**src/rtl/captura_pixeles_pkg.sv**
```systemverilog
// Shared definitions for the pixel capture block: FSM encoding, output
// format codes and the packed-pixel width derivation.
package captura_pixeles_pkg;

    typedef enum logic [1:0] {
        ST_IDLE    = 2'd0,
        ST_ARMED   = 2'd1,
        ST_CAPTURE = 2'd2
    } state_e;

    localparam int unsigned FMT_RGB332 = 0;
    localparam int unsigned FMT_RGB444 = 1;
    localparam int unsigned FMT_RGB565 = 2;

    // Packed pixel width for a given output format code
    function automatic int unsigned dw_of(input int unsigned fmt);
        case (fmt)
            FMT_RGB444: return 12;
            FMT_RGB565: return 16;
            default:    return 8;
        endcase
    endfunction

endpackage

```
**src/rtl/captura_pixeles_empaquetador.sv**
```systemverilog
// Combinational repacker: two RGB565 sensor bytes -> output pixel format.
module pixel_empaquetador
    import captura_pixeles_pkg::*;
#(
    parameter int unsigned OUT_FMT = FMT_RGB332,
    parameter int unsigned DW      = dw_of(OUT_FMT)
) (
    input  logic [7:0]    b1,
    input  logic [7:0]    b2,
    output logic [DW-1:0] pix_c
);

    // Select the bit gather for the configured format; dropped LSBs are truncated
    generate
        if (OUT_FMT == FMT_RGB565) begin : g_565
            assign pix_c = DW'({b1, b2});
        end else if (OUT_FMT == FMT_RGB444) begin : g_444
            logic unused_c;
            assign pix_c    = DW'({b1[7:4], b1[2:0], b2[7], b2[4:1]});
            assign unused_c = ^{b1[3], b2[6:5], b2[0]};
        end else begin : g_332
            logic unused_c;
            assign pix_c    = DW'({b1[7:5], b1[2:0], b2[4:3]});
            assign unused_c = ^{b1[4:3], b2[7:5], b2[2:0]};
        end
    endgenerate

endmodule

```
**src/rtl/captura_pixeles.sv**
```systemverilog
// Camera sensor capture: RGB565 byte stream -> frame-buffer write port.
// Optional macro CAPTURA_DECIM_EN enables 2:1 decimation on both axes.
module captura_pixeles
    import captura_pixeles_pkg::*;
#(
    parameter int unsigned H_PIX   = 160,
    parameter int unsigned V_PIX   = 120,
    parameter int unsigned AW      = 15,
    parameter int unsigned OUT_FMT = FMT_RGB332
) (
    input  logic                         Pclk,
    input  logic                         Rst_n,
    input  logic                         Vsync,
    input  logic                         Href,
    input  logic [7:0]                   D,
    input  logic                         Enable,
    input  logic                         Single,
    output logic [AW-1:0]                addr,
    output logic [dw_of(OUT_FMT)-1:0]    data,
    output logic                         write,
    output logic                         frame_done,
    output logic                         line_err,
    output logic                         busy
);

    localparam int unsigned DW = dw_of(OUT_FMT);

`ifdef CAPTURA_DECIM_EN
    // col counts stored pixels; spix counts sensor pixels for the line check
    localparam int unsigned    SCW    = $clog2(2 * H_PIX + 2);
    localparam int unsigned    CW     = $clog2(H_PIX + 1);
    localparam logic [SCW-1:0] S_LINE = SCW'(2 * H_PIX);
    localparam logic [SCW-1:0] S_MAX  = SCW'(2 * H_PIX + 1);
`else
    // col counts sensor pixels, saturating one past a full line
    localparam int unsigned    CW     = $clog2(H_PIX + 2);
    localparam logic [CW-1:0]  C_MAX  = CW'(H_PIX + 1);
`endif
    localparam logic [CW-1:0]  C_LIM     = CW'(H_PIX);
    localparam int unsigned    RW        = $clog2(V_PIX + 1);
    localparam logic [RW-1:0]  R_LIM     = RW'(V_PIX);
    localparam logic [RW-1:0]  R_LAST    = RW'(V_PIX - 1);
    localparam logic [AW-1:0]  BASE_STEP = AW'(H_PIX);

    state_e          state_q, state_d;
    logic            vs_q, vs_d, vs_prev_q, vs_prev_d;
    logic            hr_q, hr_d, hr_prev_q, hr_prev_d;
    logic [7:0]      d_q, d_d;
    logic [7:0]      b1_q, b1_d;
    logic            phase_q, phase_d;
    logic [CW-1:0]   col_q, col_d;
    logic [RW-1:0]   row_q, row_d;
    logic [AW-1:0]   base_q, base_d;
    logic [AW-1:0]   addr_q, addr_d;
    logic [DW-1:0]   data_q, data_d;
    logic            write_q, write_d;
    logic            done_q, done_d;
    logic            lerr_q, lerr_d;
    logic            busy_q, busy_d;
`ifdef CAPTURA_DECIM_EN
    logic [SCW-1:0]  spix_q, spix_d;
    logic            lpar_q, lpar_d;
`endif

    logic            vs_rise_c, vs_fall_c, hr_fall_c;
    logic [DW-1:0]   pix_c;

    pixel_empaquetador #(
        .OUT_FMT (OUT_FMT),
        .DW      (DW)
    ) u_empaquetador (
        .b1    (b1_q),
        .b2    (d_q),
        .pix_c (pix_c)
    );

    // Edges are taken only from the registered sync copies
    assign vs_rise_c = ~vs_prev_q & vs_q;
    assign vs_fall_c = vs_prev_q & ~vs_q;
    assign hr_fall_c = hr_prev_q & ~hr_q;

    // Next-state, counters and registered-output values
    always_comb begin
        state_d   = state_q;
        vs_d      = Vsync;
        hr_d      = Href;
        vs_prev_d = vs_q;
        hr_prev_d = hr_q;
        d_d       = D;
        b1_d      = b1_q;
        phase_d   = phase_q;
        col_d     = col_q;
        row_d     = row_q;
        base_d    = base_q;
        addr_d    = addr_q;
        data_d    = data_q;
        write_d   = 1'b0;
        done_d    = 1'b0;
        lerr_d    = lerr_q;
`ifdef CAPTURA_DECIM_EN
        spix_d    = spix_q;
        lpar_d    = lpar_q;
`endif

        case (state_q)
            ST_IDLE: begin
                if (Enable) begin
                    state_d = ST_ARMED;
                end
            end

            ST_ARMED: begin
                if (!Enable) begin
                    state_d = ST_IDLE;
                end else if (vs_fall_c) begin
                    state_d = ST_CAPTURE;
                    col_d   = '0;
                    row_d   = '0;
                    base_d  = '0;
                    phase_d = 1'b0;
                    lerr_d  = 1'b0;
`ifdef CAPTURA_DECIM_EN
                    spix_d  = '0;
                    lpar_d  = 1'b0;
`endif
                end
            end

            ST_CAPTURE: begin
                if (vs_rise_c) begin
                    // Frame end wins over any half-formed pixel
                    done_d  = 1'b1;
                    phase_d = 1'b0;
                    state_d = (Single || !Enable) ? ST_IDLE : ST_ARMED;
                end else if (hr_fall_c) begin
`ifdef CAPTURA_DECIM_EN
                    if ((row_q < R_LIM) && ((spix_q != S_LINE) || phase_q)) begin
                        lerr_d = 1'b1;
                    end
                    spix_d = '0;
                    lpar_d = ~lpar_q;
                    if (!lpar_q && (row_q < R_LIM)) begin
                        row_d = row_q + RW'(1);
                        if (row_q < R_LAST) begin
                            base_d = base_q + BASE_STEP;
                        end
                    end
`else
                    if ((row_q < R_LIM) && ((col_q != C_LIM) || phase_q)) begin
                        lerr_d = 1'b1;
                    end
                    if (row_q < R_LIM) begin
                        row_d = row_q + RW'(1);
                        if (row_q < R_LAST) begin
                            base_d = base_q + BASE_STEP;
                        end
                    end
`endif
                    col_d   = '0;
                    phase_d = 1'b0;
                end else if (hr_q) begin
                    if (!phase_q) begin
                        b1_d    = d_q;
                        phase_d = 1'b1;
                    end else begin
                        phase_d = 1'b0;
`ifdef CAPTURA_DECIM_EN
                        if (!spix_q[0] && !lpar_q && (col_q < C_LIM) && (row_q < R_LIM)) begin
                            write_d = 1'b1;
                            addr_d  = base_q + AW'(col_q);
                            data_d  = pix_c;
                            col_d   = col_q + CW'(1);
                        end
                        if (spix_q != S_MAX) begin
                            spix_d = spix_q + SCW'(1);
                        end
`else
                        if ((col_q < C_LIM) && (row_q < R_LIM)) begin
                            write_d = 1'b1;
                            addr_d  = base_q + AW'(col_q);
                            data_d  = pix_c;
                        end
                        if (col_q != C_MAX) begin
                            col_d = col_q + CW'(1);
                        end
`endif
                    end
                end
            end

            default: begin
                state_d = ST_IDLE;
            end
        endcase

        busy_d = (state_d != ST_IDLE);
    end

    // State and output registers with synchronous active-low reset
    always_ff @(posedge Pclk) begin
        if (!Rst_n) begin
            state_q   <= ST_IDLE;
            vs_q      <= 1'b0;
            hr_q      <= 1'b0;
            vs_prev_q <= 1'b0;
            hr_prev_q <= 1'b0;
            d_q       <= '0;
            b1_q      <= '0;
            phase_q   <= 1'b0;
            col_q     <= '0;
            row_q     <= '0;
            base_q    <= '0;
            addr_q    <= '0;
            data_q    <= '0;
            write_q   <= 1'b0;
            done_q    <= 1'b0;
            lerr_q    <= 1'b0;
            busy_q    <= 1'b0;
`ifdef CAPTURA_DECIM_EN
            spix_q    <= '0;
            lpar_q    <= 1'b0;
`endif
        end else begin
            state_q   <= state_d;
            vs_q      <= vs_d;
            hr_q      <= hr_d;
            vs_prev_q <= vs_prev_d;
            hr_prev_q <= hr_prev_d;
            d_q       <= d_d;
            b1_q      <= b1_d;
            phase_q   <= phase_d;
            col_q     <= col_d;
            row_q     <= row_d;
            base_q    <= base_d;
            addr_q    <= addr_d;
            data_q    <= data_d;
            write_q   <= write_d;
            done_q    <= done_d;
            lerr_q    <= lerr_d;
            busy_q    <= busy_d;
`ifdef CAPTURA_DECIM_EN
            spix_q    <= spix_d;
            lpar_q    <= lpar_d;
`endif
        end
    end

    assign addr       = addr_q;
    assign data       = data_q;
    assign write      = write_q;
    assign frame_done = done_q;
    assign line_err   = lerr_q;
    assign busy       = busy_q;

endmodule

```
**config.mk**
```make
export PLATFORM = sky130hd
export DESIGN_NAME = captura_pixeles
export DESIGN_NICKNAME = d
export VERILOG_FILES = /design/src/rtl/captura_pixeles_pkg.sv /design/src/rtl/captura_pixeles_empaquetador.sv /design/src/rtl/captura_pixeles.sv
export SDC_FILE = /design/constraint.sdc
export NUM_CORES = 1
export LEC_CHECK = 0
export ABC_AREA = 1
export BUFFER_PORTS_ARGS = -buffer_cell sky130_fd_sc_hd__buf_2
export CELL_PAD_IN_SITES_DETAIL_PLACEMENT = 1
export CELL_PAD_IN_SITES_GLOBAL_PLACEMENT = 2
export CORE_UTILIZATION = 32
export DETAILED_ROUTE_END_ITERATION = 8
export PLACE_DENSITY_LB_ADDON = 0.1
export SLEW_MARGIN = 10
export SYNTH_ARGS = -nofsm -noshare
export SYNTH_HDL_FRONTEND = slang
export SYNTH_SLANG_ARGS = --single-unit
```
**constraint.sdc**
```tcl
create_clock -name Pclk -period 1.5 [get_ports Pclk]
set_input_delay 0.3 -clock Pclk [delete_from_list [all_inputs] [get_ports Pclk]]
set_output_delay 0.3 -clock Pclk [all_outputs]
set_load 0.03 [all_outputs]
```
; ---- Yosys cells after proc, flatten, opt, wreduce, memory -nomap -nowiden
; Cells that the tools add are included.
[word_totals]
reg_bits = 80
input_bits = 14
output_inout_bits = 27
wordCells = 107
[op_classes]
add_sub_neg = 4
n_lt_le_gt_ge = 3
n_eq_ne = 15
n_mux = 40
bitwise = 11
reduce_logical = 17
[op_table]
columns = op, n
row1 = $mux W15, 6
row2 = $mux W8, 7
row3 = $mux W7, 5
row4 = $pmux W15 S2, 1
row5 = $reduce_and A6 Y1, 3
row6 = $ne A8 B8 Y1 const B, 2
row7 = $pmux W8 S2, 1
row8 = $add A15 B8 Y15, 1
row9 = $add A15 B8 Y15 const B, 1
row10 = $lt A7 B7 Y1 const B, 2
row11 = $ne A2 B2 Y1 const B, 7
row12 = $pmux W7 S2, 1
row13 = $reduce_and A7 Y1, 2
row14 = $mux W1, 12
row15 = $ne A3 B3 Y1 const B, 3
row16 = $add A8 B1 Y8 const B, 1
row17 = $lt A8 B8 Y1 const B, 1
row18 = $mux W2, 4
row19 = $not A1 Y1, 8
row20 = $add A7 B1 Y7 const B, 1
row21 = $pmux W2 S3, 1
row22 = $reduce_or A6 Y1, 1
row23 = $reduce_and A5 Y1, 1
row24 = $ne A4 B4 Y1 const B, 1
row25 = other kinds (11), 17

; ---- Logic depth before layout (Yosys ltp)
[depth]
depth_word = 7
depth_mapped = 10
depth_no_buf = 10

; ---- Cells and area by module
; Synthesis repeated with hierarchy kept, for this count alone.
[unflattened]
hier_cells = 515
hier_area_um2 = 3602.2
[modules_own_cells]
columns = module, n_inst, cells_each, area_each_um2, seq_area_each_um2
row1 = captura_pixeles, 1, 507, 3542.1, 1501.4
row2 = pixel_empaquetador, 1, 8, 60.1, 0.0

; ---- Least setup slack after synthesis
; Ideal clock, no wire load.
[synth_path]
kind = flip-flop to flip-flop
start = register base_q[7]
end = register addr_q[13], in the netlist addr[13]
setup_time_ps = 116
t_arrival_ps = 1292
required_time_ps = 1384
setup_slack_ps = 93
path_stages_with_launch = 10
n_path_buf = 0
synth_period_minus_slack_ps = 1407
cell_sequence = dfxtp_1 -> ha_1 -> a21oi_1 -> nand2_1 -> nand2_1 -> inv_1 -> nand3_1 -> nand2_1 -> nor2_1 -> nor2_1
[synth_via]
elab_chain_len = 1
[synth_lines]
columns = element, line
row1 = from (decl), captura_pixeles.sv:53  ; logic [AW-1:0] base_q, base_d;
row2 = from (signal assigned), captura_pixeles.sv:234  ; base_q <= base_d;
row3 = $add A15 B8 Y15, captura_pixeles.sv:180  ; addr_d = base_q + AW'(col_q);
row4 = to (signal assigned), captura_pixeles.sv:235  ; addr_q <= addr_d;
row5 = to (decl), captura_pixeles.sv:54  ; logic [AW-1:0] addr_q, addr_d;
; No other way between the ends.
; A chain may end at the register's enable or synchronous reset.

; ---- Worst setup path in the final report
[layout_path]
start = register state_q[0]
end = register addr_q[1], in the netlist addr[1]
[layout_via]
elab_chain_len = 2
[layout_lines]
columns = element, line
row1 = from (decl), captura_pixeles.sv:45  ; state_e state_q, state_d;
row2 = from (signal assigned), captura_pixeles.sv:224  ; state_q <= state_d;
row3 = $eq A2 B2 Y1, captura_pixeles.sv:105  ; case (state_q)
row4 = $reduce_and A6 Y1 (no line), n/a
; No other way between the ends.

==> reports/qor.csv <==
stage;metric;value;unit
status;status;complete, no violations;
timing;final setup violating endpoints;0;
logic_synthesis;post-synthesis cell count;513;
finish;most frequent cells in the layout;108 x nand2_1, 78 x nor2_1, 61 x dfxtp_1;
floorplanning;Starting Density;33.2;%
setup_path;CP Class;reg -> reg;
grt;initial antenna violation count;0;
logic_synthesis;syn nets;535;
finish;nets;624;
setup_path;CP Capture Type;register;
logic_synthesis;count of different cell masters after synthesis;29;
finish;Synth-to-Final Area Change;37.5;%
place;post-DP HPWL;7350;microns
grt;largest net degree at the start of global routing;36;
floorplanning;site row count;37;
finish;fin util;45.6;%
floorplanning;Core ar.;10400;sq um
logic_synthesis;mean post-synth cell area;6.73;sq um
worst_hold_path;min-delay src;Vsync;
place;Area after DPL;4120;sq um
drt;# DRC;0;
timing;fmax;668;MHz
timing;period utilisation layout;99.8;%
logic_synthesis;synthesized cell area;3450;sq um
floorplanning;die footprint;11200;sq um
finish;share of cells above drive strength 1;32.3;%
worst_hold_path;Hold Crit Class;in -> reg;
setup_path;largest fanout on the critical path;7;
timing;slew margin rel.;70.4;%
drt;via count;3490;
power_and_ir_drop;power per cell area;834;nW/um^2
place;I/O Buffers;40;
setup_path;CP required;1.76;ns
timing;RSZ-0062 raised after global routing;yes;
grt;GRT overflow;0;
clocking;TritonCTS clock tree;yes;
drt;drt first pass iters;4;
setup_path;Worst path max stage delay;0.36;ns
logic_synthesis;post-synthesis register bit count;73;
setup_path;Critical Path AT;1.76;ns
setup_path;Reg2Reg Depth;7;
clocking;Sink Count;73;
drt;antenna-violating nets left;0;
finish;Finished Layout Cells;743;
timing;Hold Fails Final Rpt;0;
grt;first-pass GRT wire length;16600;microns
setup_path;CP startpoint;state_q[0];
timing;Worst Max-Slew Pin Slew;0.439;ns
timing;Max Slew Vio Count;0;
setup_path;Setup crit end;addr[1];
place;RePlAce Congestion;0.781;
clocking;Hold Buf Count CTS;0;
logic_synthesis;Synth warnings;0;
clocking;Root Buffer;clkbuf_8;
setup_path;crit path cell chain;nor2_4 -> nand2_4 -> nor3_4 -> nand2_4 -> buf_6 -> o21ai_0 -> nor2_1;
timing;Final Critical Period;1.50;ns
power_and_ir_drop;LEAKAGE;2.17;nW
grt;Tot GR Track Use;19.0;%
floorplanning;IO Pins;41;
power_and_ir_drop;worst vdd ir;332;uV
clocking;CTS H-tree depth;3;
finish;ANT cells;0;
drt;number of vias per cell;4.70;
timing;Final Skew;0.00971;ns
setup_path;flop2flop setup slack;0.003;ns
power_and_ir_drop;Total Power;3.96;mW
finish;most common cell after layout, fill and taps aside;nand2_1;
grt;vias in the first global route;3427;
finish;post-route cell area;4750;sq um
setup_path;Crit path top cell by count;nand2_4;
drt;wire per inst;13.6;microns
clocking;clock-pin slew on the worst setup and hold paths;0.09;ns
clocking;Max Root-Sink Buffers;2;
clocking;CTS buffer count;9;
drt;DR iter-0 viols;110;
setup_path;CP startpoint kind;register;
job;max-cap check violation count;0;
floorplanning;Horiz. Die Dim;106;microns
floorplanning;Die Y;106;microns
setup_path;Crit-path slowest cell;dfxtp_4;
setup_path;reg2reg start;state_q[0];
drt;final wirelength;10100;microns
timing;Worst Hold Slack;0.107;ns
logic_synthesis;register area share after synthesis;42.3;%
setup_path;worst reg2reg endpoint;addr[1];
place;DP Cell Count;718;
clocking;worst skew pair latency;0.37;ns
## synth_stat cells (all sizes together)
master	instances	share of area [%]
inv	61	6.6
xnor2	1	0.25
clkbuf	10	1.1
nor3	2	0.43
o21bai	2	0.43
nand3	38	5.5
o31ai	1	0.22
nor2	101	11
clkinv	1	0.14
a21o	1	0.22
a21oi	33	5.1
ha	8	2.9
buf	5	0.98
nand2	128	15
nor3b	1	0.22
dfxtp	73	42
xor2	5	1.3
o21ai	37	5.4
nand4	5	0.91
## power by group
group / switching [mW] / internal [mW]
clock: 0.864 / 0.783
combinational: 0.191 / 0.132
sequential: 0.0233 / 1.97
## worst max-delay path: cells and delay by family (launching register included)
family,cells,cell delay [ns]
and+or+nand+nor,5,0.71
DFF,1,0.36
AOI/OAI and AO/OA,1,0.15
buffers and inverters,1,0.17
## worst min-delay path by stage
stage	end	slack [ns]	depth (start not counted)
after global placement	b1_q[6]	0.43	2
after CTS	vs_prev_d	0.1	3
after floorplan	d_q[0]	0.40	2
after global routing	hr_prev_d	0.11	3
after detailed placement	b1_q[5]	0.43	2
final	vs_prev_d	0.11	3
## state kept, by name (all words and copies together) (netlist names), 2 cells and up
signal	count
state_q	2
base_q	10
data	8
col_q	8
d_q	8
b1_q	6
addr	15
row_q	7
## cell families (layout without fill, tap and decap cells)
family	Yosys count	after routing	synth area share, %
simple gates	275	276	33.0
buf+inv	77	170	8.88
compound gates	74	74	11.3
flops	73	73	42.3
fa+ha+maj	8	8	2.90
xor+xnor	6	6	1.52
## through the flow
step	setup WS (ns)	setup TNS [ns]
2_1_floorplan	0.0925	0
3_3_place_gp	-0.0695	-0.132
3_5_place_dp	-0.0924	-0.369
4_1_cts	-0.0161	-0.0474
5_1_grt	-0.0730	-0.811
6_report	0.00307	0
## metal layers
layer	part of all wire (%)	global-route usage (%)
met1	49	24.2
met2	47	31.4
met3	1.9	3.46
met4	1.6	8.33
met5	0	0
## final cells by class
type                    instances  area [sq um]
inverters                      62           246
well taps                     136           170
fillers                      1342          5670
multi-input cells             364          1960
flip-flops and latches         73          1480
clock inverters                 7          77.6
repair buffers                 92           684
clock buffers                   9           124
## timing repair
action	4_1_cts	5_1_grt
endpoints found under the hold margin	0	0
pin swaps	3	23
gates cloned	1	1
setup endpoints to repair	23	49
resized for setup	14	101
setup buffers	0	7
No activity file was read; power rests on OpenSTA's default activity.
